## config.mk

```make
export PLATFORM = sky130hd
export DESIGN_NAME = fetch_sequencer_flat
export DESIGN_NICKNAME = d
export VERILOG_FILES = /design/src/rtl/fetch_sequencer_if.sv /design/src/rtl/fetch_sequencer.sv /design/src/flat_wrapper.sv
export SDC_FILE = /design/constraint.sdc
export NUM_CORES = 1
export LEC_CHECK = 0
export ABC_AREA = 1
export BUFFER_PORTS_ARGS = -buffer_cell sky130_fd_sc_hd__buf_2
export CORE_UTILIZATION = 45
export DETAILED_ROUTE_END_ITERATION = 10
export PLACE_DENSITY = 0.68
export SKIP_CTS_REPAIR_TIMING = 1
export SYNTH_ARGS = -nofsm -noshare
export SYNTH_HDL_FRONTEND = slang
export SYNTH_SLANG_ARGS = --single-unit
```

## constraint.sdc

```tcl
create_clock -name clk -period 5 [get_ports clk]
set_input_delay 0 -clock clk [delete_from_list [all_inputs] [get_ports clk]]
set_output_delay 0 -clock clk [all_outputs]
set_load 0.02 [all_outputs]
```

## src/rtl/fetch_sequencer_if.sv

```systemverilog
// Fetch sequencer bundle: icache/ibuf credit inputs, redirect request,
// fetch group outputs, flush pulse and stall statistics.
interface fetch_sequencer_if #(
    parameter int PC_W      = 16,
    parameter int ROB_IDX_W = 4,
    parameter int CNT_W     = 3
);
    logic [3:0]           ibuf_free;
    logic [ROB_IDX_W:0]   rob_free;
    logic                 redirect_valid;
    logic [PC_W-1:0]      redirect_pc;
    logic [ROB_IDX_W-1:0] redirect_rob_idx;
    logic                 fetch_valid;
    logic [PC_W-1:0]      fetch_pc;
    logic [CNT_W-1:0]     fetch_count;
    logic [ROB_IDX_W-1:0] fetch_rob_base;
    logic                 flush;
    logic [15:0]          stall_cycles;

    modport master (
        input  ibuf_free, rob_free,
        input  redirect_valid, redirect_pc, redirect_rob_idx,
        output fetch_valid, fetch_pc, fetch_count, fetch_rob_base,
        output flush, stall_cycles
    );

    modport slave (
        output ibuf_free, rob_free,
        output redirect_valid, redirect_pc, redirect_rob_idx,
        input  fetch_valid, fetch_pc, fetch_count, fetch_rob_base,
        input  flush, stall_cycles
    );
endinterface

```

## src/rtl/fetch_sequencer.sv

```systemverilog
// Front-end fetch sequencer: owns fetch PC and ROB tail, grants up to
// FETCH_WIDTH lanes per cycle, handles redirects with a one-cycle flush.
// Ports: clk, rst_n (async active-low), bus (fetch_sequencer_if.master).
module fetch_sequencer #(
    parameter int              FETCH_WIDTH = 4,
    parameter int              PC_W        = 16,
    parameter int              ROB_IDX_W   = 4,
    parameter logic [PC_W-1:0] RESET_PC    = '0
) (
    input  logic          clk,
    input  logic          rst_n,
    fetch_sequencer_if.master bus
);
    localparam int CNT_W = $clog2(FETCH_WIDTH + 1);

    typedef enum logic [1:0] {
        BOOT,
        RUN,
        STALL,
        REDIRECT
    } state_t;

    state_t               state, state_d;
    logic [PC_W-1:0]      pc, pc_d;
    logic [ROB_IDX_W-1:0] rob_tail, tail_d;
    logic                 valid_q, valid_d;
    logic [PC_W-1:0]      fpc_q, fpc_d;
    logic [CNT_W-1:0]     cnt_q, cnt_d;
    logic [ROB_IDX_W-1:0] base_q, base_d;
    logic                 flush_q, flush_d;
    logic [15:0]          stall_q, stall_d;

    logic [ROB_IDX_W:0]   lim;
    logic [CNT_W-1:0]     grant;

    // grant = min(FETCH_WIDTH, ibuf_free, rob_free)
    always_comb begin
        lim = (ROB_IDX_W + 1)'(FETCH_WIDTH);
        if ((ROB_IDX_W + 1)'(bus.ibuf_free) < lim)
            lim = (ROB_IDX_W + 1)'(bus.ibuf_free);
        if (bus.rob_free < lim)
            lim = bus.rob_free;
        grant = CNT_W'(lim);
    end

    always_comb begin
        state_d = state;
        pc_d    = pc;
        tail_d  = rob_tail;
        valid_d = valid_q;
        fpc_d   = fpc_q;
        cnt_d   = cnt_q;
        base_d  = base_q;
        flush_d = 1'b0;
        stall_d = stall_q;

        if (state == STALL && stall_q != 16'hFFFF)
            stall_d = stall_q + 16'd1;

        if (bus.redirect_valid) begin
            // redirect beats everything; ROB resumes after the branch
            pc_d    = {bus.redirect_pc[PC_W-1:1], 1'b0};
            tail_d  = bus.redirect_rob_idx + ROB_IDX_W'(1);
            valid_d = 1'b0;
            cnt_d   = '0;
            flush_d = 1'b1;
            state_d = REDIRECT;
        end else begin
            case (state)
                BOOT: begin
                    valid_d = 1'b0;
                    cnt_d   = '0;
                    state_d = RUN;
                end
                default: begin
                    if (grant != '0) begin
                        valid_d = 1'b1;
                        fpc_d   = pc;
                        cnt_d   = grant;
                        base_d  = rob_tail;
                        pc_d    = pc + PC_W'({grant, 1'b0});
                        tail_d  = rob_tail + ROB_IDX_W'(grant);
                        state_d = RUN;
                    end else begin
                        valid_d = 1'b0;
                        cnt_d   = '0;
                        state_d = STALL;
                    end
                end
            endcase
        end
    end

    always_ff @(posedge clk or negedge rst_n) begin
        if (!rst_n) begin
            state    <= BOOT;
            pc       <= RESET_PC;
            rob_tail <= '0;
            valid_q  <= 1'b0;
            fpc_q    <= '0;
            cnt_q    <= '0;
            base_q   <= '0;
            flush_q  <= 1'b0;
            stall_q  <= '0;
        end else begin
            state    <= state_d;
            pc       <= pc_d;
            rob_tail <= tail_d;
            valid_q  <= valid_d;
            fpc_q    <= fpc_d;
            cnt_q    <= cnt_d;
            base_q   <= base_d;
            flush_q  <= flush_d;
            stall_q  <= stall_d;
        end
    end

    assign bus.fetch_valid    = valid_q;
    assign bus.fetch_pc       = fpc_q;
    assign bus.fetch_count    = cnt_q;
    assign bus.fetch_rob_base = base_q;
    assign bus.flush          = flush_q;
    assign bus.stall_cycles   = stall_q;
endmodule

```

## src/flat_wrapper.sv

```systemverilog
// flat-port wrapper written by rule: the top's interface ports become plain ports
module fetch_sequencer_flat 
#(
    parameter int              FETCH_WIDTH = 4,
    parameter int              PC_W        = 16,
    parameter int              ROB_IDX_W   = 4,
    parameter logic [PC_W-1:0] RESET_PC    = '0
)
  (clk, rst_n, bus_ibuf_free, bus_rob_free, bus_redirect_valid, bus_redirect_pc, bus_redirect_rob_idx, bus_fetch_valid, bus_fetch_pc, bus_fetch_count, bus_fetch_rob_base, bus_flush, bus_stall_cycles);
  fetch_sequencer_if #(.PC_W(PC_W), .ROB_IDX_W(ROB_IDX_W)) bus_i ();
  input  logic clk;
  input  logic rst_n;
  input wire logic [$bits(bus_i.ibuf_free)-1:0] bus_ibuf_free;
  input wire logic [$bits(bus_i.rob_free)-1:0] bus_rob_free;
  input wire logic [$bits(bus_i.redirect_valid)-1:0] bus_redirect_valid;
  input wire logic [$bits(bus_i.redirect_pc)-1:0] bus_redirect_pc;
  input wire logic [$bits(bus_i.redirect_rob_idx)-1:0] bus_redirect_rob_idx;
  output wire logic [$bits(bus_i.fetch_valid)-1:0] bus_fetch_valid;
  output wire logic [$bits(bus_i.fetch_pc)-1:0] bus_fetch_pc;
  output wire logic [$bits(bus_i.fetch_count)-1:0] bus_fetch_count;
  output wire logic [$bits(bus_i.fetch_rob_base)-1:0] bus_fetch_rob_base;
  output wire logic [$bits(bus_i.flush)-1:0] bus_flush;
  output wire logic [$bits(bus_i.stall_cycles)-1:0] bus_stall_cycles;
  assign bus_i.ibuf_free = bus_ibuf_free;
  assign bus_i.rob_free = bus_rob_free;
  assign bus_i.redirect_valid = bus_redirect_valid;
  assign bus_i.redirect_pc = bus_redirect_pc;
  assign bus_i.redirect_rob_idx = bus_redirect_rob_idx;
  assign bus_fetch_valid = bus_i.fetch_valid;
  assign bus_fetch_pc = bus_i.fetch_pc;
  assign bus_fetch_count = bus_i.fetch_count;
  assign bus_fetch_rob_base = bus_i.fetch_rob_base;
  assign bus_flush = bus_i.flush;
  assign bus_stall_cycles = bus_i.stall_cycles;
  fetch_sequencer #(.FETCH_WIDTH(FETCH_WIDTH), .PC_W(PC_W), .ROB_IDX_W(ROB_IDX_W), .RESET_PC(RESET_PC)) u_core (.clk(clk), .rst_n(rst_n), .bus(bus_i));
endmodule
```

# Word level (Yosys, flattened, before mapping)
# Index checks and enable logic that the tools add are counted.
# totals
output_inout_bits	41
mem_bits_rw	0
n_memories	0
wordCells	44
regBits	63
latchBits	0
romBits	0
inputBits	32
# classes
div_mod_pow	0
multipliers	0
n_reduce_logical	6
n_mux	18
shift	0
n_lt_le_gt_ge	2
n_bitwise	2
addsub	4
n_eq_ne	3
# ops
operator	n
16-bit 2-to-1 mux	3
16-bit by 1-bit adder with 16-bit output, second input constant	1
16-bit by 4-bit adder with 16-bit output	1
4-bit 2-to-1 mux	4
16-bit inequality test, second input constant	1
3-bit 2-to-1 mux	4
2-bit 2-to-1 mux	3
5-bit by 4-bit less-than comparator with 1-bit output	1
4-bit by 1-bit adder with 4-bit output, second input constant	1
4-bit by 3-bit adder with 4-bit output	1
4-bit by 3-bit less-than comparator with 1-bit output, second input constant	1
1-bit 2-to-1 mux	4
3-bit AND reduction	1
3-bit nonzero test	1
2-bit == test, second input constant	1
2-bit logical NOT	1
2-bit inequality test, second input constant	1
1-bit NOT	2
2-bit AND reduction	1
2-bit nonzero test	1
1-bit logical AND	1

# Depth between registers and ports, before layout
# logic_depth
word_depth	8
depth_mapped	23
depth_no_buf	23

# Least setup slack after synthesis
# OpenSTA, ideal clock, no wires.
# synth_path
path_type	input -> register
from	in bus_ibuf_free[2]
to	reg u_core.pc[13]
setup_slack_ns	2.673
setup_ns	0.065
required_ns	4.935
arrival_ns	2.262
stages	20
path_buffers	0
cell_sequence	nor2_4 nand2_1 ha_1 nand2_1 nor2_1 nand2_1 nand2_2 nand2_1 nand2_4 inv_1 ha_1 fa_1 nand2_1 a21oi_1 nand3_1 xor2_1 nand2_1 nand2_1 nand3_1 nand2_1
# synth_via
elab_chain_len	8
elab_cells_between_ends	11
cone_classes	add/sub (1); order compare (2); mux (5); reduce/logical (3)
# synth_rtl
element	line_no	text
start: declaration	flat_wrapper.sv:13	input wire logic [$bits(bus_i.ibuf_free)-1:0] bus_ibuf_free;
4-bit by 3-bit less-than comparator with 1-bit output	fetch_sequencer.sv:39	if ((ROB_IDX_W + 1)'(bus.ibuf_free) < lim)
4-bit 2-to-1 mux (*)	fetch_sequencer.sv:39	
5-bit by 4-bit less-than comparator with 1-bit output	fetch_sequencer.sv:41	if (bus.rob_free < lim)
3-bit 2-to-1 mux (*)	fetch_sequencer.sv:41	
16-bit by 4-bit adder with 16-bit output	fetch_sequencer.sv:81	pc_d = pc + PC_W'({grant, 1'b0});
16-bit 2-to-1 mux	fetch_sequencer.sv:76	if (grant != '0) begin
16-bit 2-to-1 mux	fetch_sequencer.sv:69	case (state)
16-bit 2-to-1 mux	fetch_sequencer.sv:60	if (bus.redirect_valid) begin
end signal: assignment	fetch_sequencer.sv:107	pc <= pc_d;
end: declaration	fetch_sequencer.sv:24	logic [PC_W-1:0] pc, pc_d;
# Mark *: on every way between the ends. The rest lies on a longest branch, timed or not. The select of a mux whose other input is x is not followed.
# A chain may end at the register's enable or synchronous reset.

# Final worst setup path
# Ends and elaborated chain as after synthesis.

==> qor.yml <==
outcome: "finished, violations left"
violations: "negative hold slack"
critPathRequiredTime_ns: 5.27
synth_top_family_by_area: "simple AND/OR/NAND/NOR gates"
ant_nets: 0
ys_warn_count: 0
yosys.area.top_type: "dfrtp_1"
vias_per_cell: 5.07
syn_area_per_cell_um2: 8.08
critPathMaxStageDelay_ns: 0.42
syn2layout_area_growth_pct: 15.7
cpMostUsedCell: "nand2_1"
crit_type: "input port to register"
gp_congestion: 0.856
yosys.area_share.adder_pct: 4.88
hp-start: "bus_redirect_pc[6]"
crit_path_top_delay_cell: "fa_1"
dp_hpwl_um: 5720
finalSetupViolations: 0
cp_max_fo: 5
synth.net_count: 496
whs_ns: -0.0138
power_mw: 1.56
initial_utilization_pct: 46.9
p_leak_nw: 2.18
synth_area_um2: 3640
ys_seq_elements: 61
num_vias: 3179
yosysSeqAreaShare_pct: 41.9
hold_class: "input port to register"
core_area_um2: 7770
grt_usage_pct: 21.3
port_buffers: 70
arrival_ns: 2.79
cp-startpoint: "bus_ibuf_free[2]"
max-vdd-ir-drop_mv: 0.136
drive_above_1_share_pct: 23.6
yosysUniqueCellTypes: 36
wire_per_inst_um: 12.9
crit_path_end_kind: "register"
root_buffer: "clkbuf_8"
tightest_slew_ns: 0.772
synth_top_cell_area_share_pct: 41.9
finalSetupTns_ns: 0
cts_sinks: 61
yosys.area_share.simple_pct: 34.1
grt_max_degree: 62
reg2reg_from: "u_core.bus.stall_cycles[0]"
rsz0062_at_grt: "no"
die_area_um2: 8460
path_clk_slew_ns: 0.07
fin_util_pct: 54.3
nets: 565
synth_xor_area_share_pct: 4.81
drv_slew: 0
h-tree-depth: 3
cp_cell_sequence: "buf_2 -> nor2_4 -> nand2_1 -> ha_1 -> nand2_1 -> nor2_1 -> nand2_1 -> nand2_2 -> nand2_1 -> nand2_4 -> inv_1 -> ha_1 -> fa_1 -> nand2_1 -> a21oi_1 -> nand3_1 -> xor2_1 -> nand2_1 -> nand2_1 -> nand3_1 -> nand2_1"
drt_wl_total_um: 8110
numCtsBuffers: 9
synth_area_leaders: "dfrtp_1 (42%), nand2_1 (15%), nand3_1 (7.6%), inv_1 (3.9%), ha_1 (3.8%)"
grt_pass1_wl_um: 14400
pin_count: 73
synth-compound-area-share_pct: 6.77
finalHoldViolCount: 4
fmax_mhz: 396
cts_tree: "built"
power_density_nw_per_um2: 371
fp.dieH_um: 92.0
maxCapViolCount: 0
fp-row-count: 32
min_period_over_period_pct: 50.5
drt_iter0_drc: 119
slew_headroom_pct: 48.5
overflow: 0
synth_cells: 451
finalCriticalPeriod_ns: 2.52
antenna_cells: 0
dp.cells: 610
clockBufferDepth: 2
drc_errors: 0
muxShareOfSynthArea_pct: 0
grt_pass1_vias: 3129
drt-pass1-iter-count: 4
skew_ns: 0.00806
antenna_found_initial: 0
clk_latency_ns: 0.33
critPathLaunchType: "input port"
layoutNonFillerInstCount: 627
dieWidth_um: 92.0
stage by stage:
step,area [um2],setup WS (ns)
2_1_floorplan,3640,2.67
5_1_grt,4210,2.22
3_5_place_dp,4010,2.18
3_3_place_gp,4010,2.23
4_1_cts,4200,2.52
6_report,4210,2.48
cell usage in the layout (no fill, tap or decap), types with 2 or more instances in the layout:
master	n
nand2_4	5
clkinv_2	4
nand2_1	147
xnor2_1	9
dfrtp_1	61
ha_1	11
fa_1	2
xor2_1	11
clkbuf_8	9
nand3_1	55
inv_2	2
nand2_2	2
nor3_1	8
nand3_2	10
nand4_1	6
a21oi_1	4
nand3b_1	2
o21ai_2	13
o21ai_0	15
buf_2	70
inv_1	38
nor2_1	25
conb_1	2
area by class of cell:
| class | instances | area, um2 |
|---|---|---|
| flip-flops and latches | 61 | 1530 |
| multi-input cells | 335 | 1850 |
| fillers | 782 | 3550 |
| well taps | 102 | 128 |
| clock buffers | 9 | 124 |
| inverters | 41 | 154 |
| clock inverters | 7 | 66.3 |
| repair buffers | 72 | 368 |
Yosys cell counts:
cell      instances
nand2_1         147
dfrtp_1          61
nand3_1          55
inv_1            38
nor2_1           25
o21ai_0          15
o21ai_2          13
ha_1             11
xor2_1           11
nand3_2          10
xnor2_1           9
nor3_1            8
nand4_1           6
nand2_4           5
a21oi_1           4
clkbuf_1          4
buf_2             3
buf_6             3
conb_1            2
fa_1              2
inv_2             2
nand2_2           2
nand3b_1          2
a21o_1            1
a21oi_4           1
buf_12            1
buf_4             1
buf_8             1
clkbuf_4          1
clkinv_1          1
nand3_4           1
nand4_4           1
nor2_4            1
o22ai_1           1
o31ai_1           1
or2_4             1
report_power, final:
group	internal [mW]	total [mW]	switching, mW	leakage (nW)
Combinational	0.167	0.466	0.299	1.31
Clock	0.227	0.429	0.202	0.0987
Sequential	0.583	0.668	0.0851	0.772
worst max-delay path: cells and delay by family:
family	cells	cell delay, ns
XOR/XNOR	1	0.19
adder cells (fa/ha/maj)	3	0.92
buffers and inverters	2	0.20
AO/OA/AOI/OAI	1	0.14
AND/OR/NAND/NOR	14	1.35
metal layers:
| layer | share of wire [%] | global-route usage (%) | wire length (um) | vias up |
|---|---|---|---|---|
| li1 | - | - | - | 1587 |
| met2 | 48 | 34.6 | 3860 | 83 |
| met1 | 46 | 28.3 | 3770 | 1502 |
| met4 | 0.99 | 8.20 | 80 | 0 |
| met3 | 5.0 | 3.81 | 402 | 7 |
| met5 | 0 | 0 | 0 | - |
final timing paths:
| check | cells past startpoint | slack, ns | to |
|---|---|---|---|
| setup / recovery | 21 | 2.48 | u_core.pc[13] |
| hold / removal | 5 | -0.01 | u_core.pc[6] |
| setup reg to reg | 8 | 2.93 | u_core.bus.stall_cycles[10] |
| hold reg to reg | 2 | 0.48 | u_core.bus.fetch_pc[1] |
| max in group asynchronous | 3 | 4.13 | u_core.pc[11] |
| min in group asynchronous | 3 | 0.36 | u_core.bus.stall_cycles[5] |
sequential cells by signal (all words and copies together), names as in the netlist:
register                   cells
u_core.state                   2
u_core.bus.fetch_count         3
u_core.bus.fetch_rob_base      4
u_core.bus.stall_cycles       16
u_core.bus.fetch_valid         1
u_core.pc                     15
u_core.rob_tail                4
u_core.bus.flush               1
u_core.bus.fetch_pc           15
kinds of logic (layout without fill, tap and decap cells):
family / count (synthesis) / after routing
fa+ha+maj: 13 / 13
simple gates: 264 / 264
xor+xnor: 20 / 20
other cells: 2 / 2
compound gates: 36 / 36
buf+inv: 55 / 129
flops: 61 / 61
Note: power is estimated with default switching activity, not from simulation.
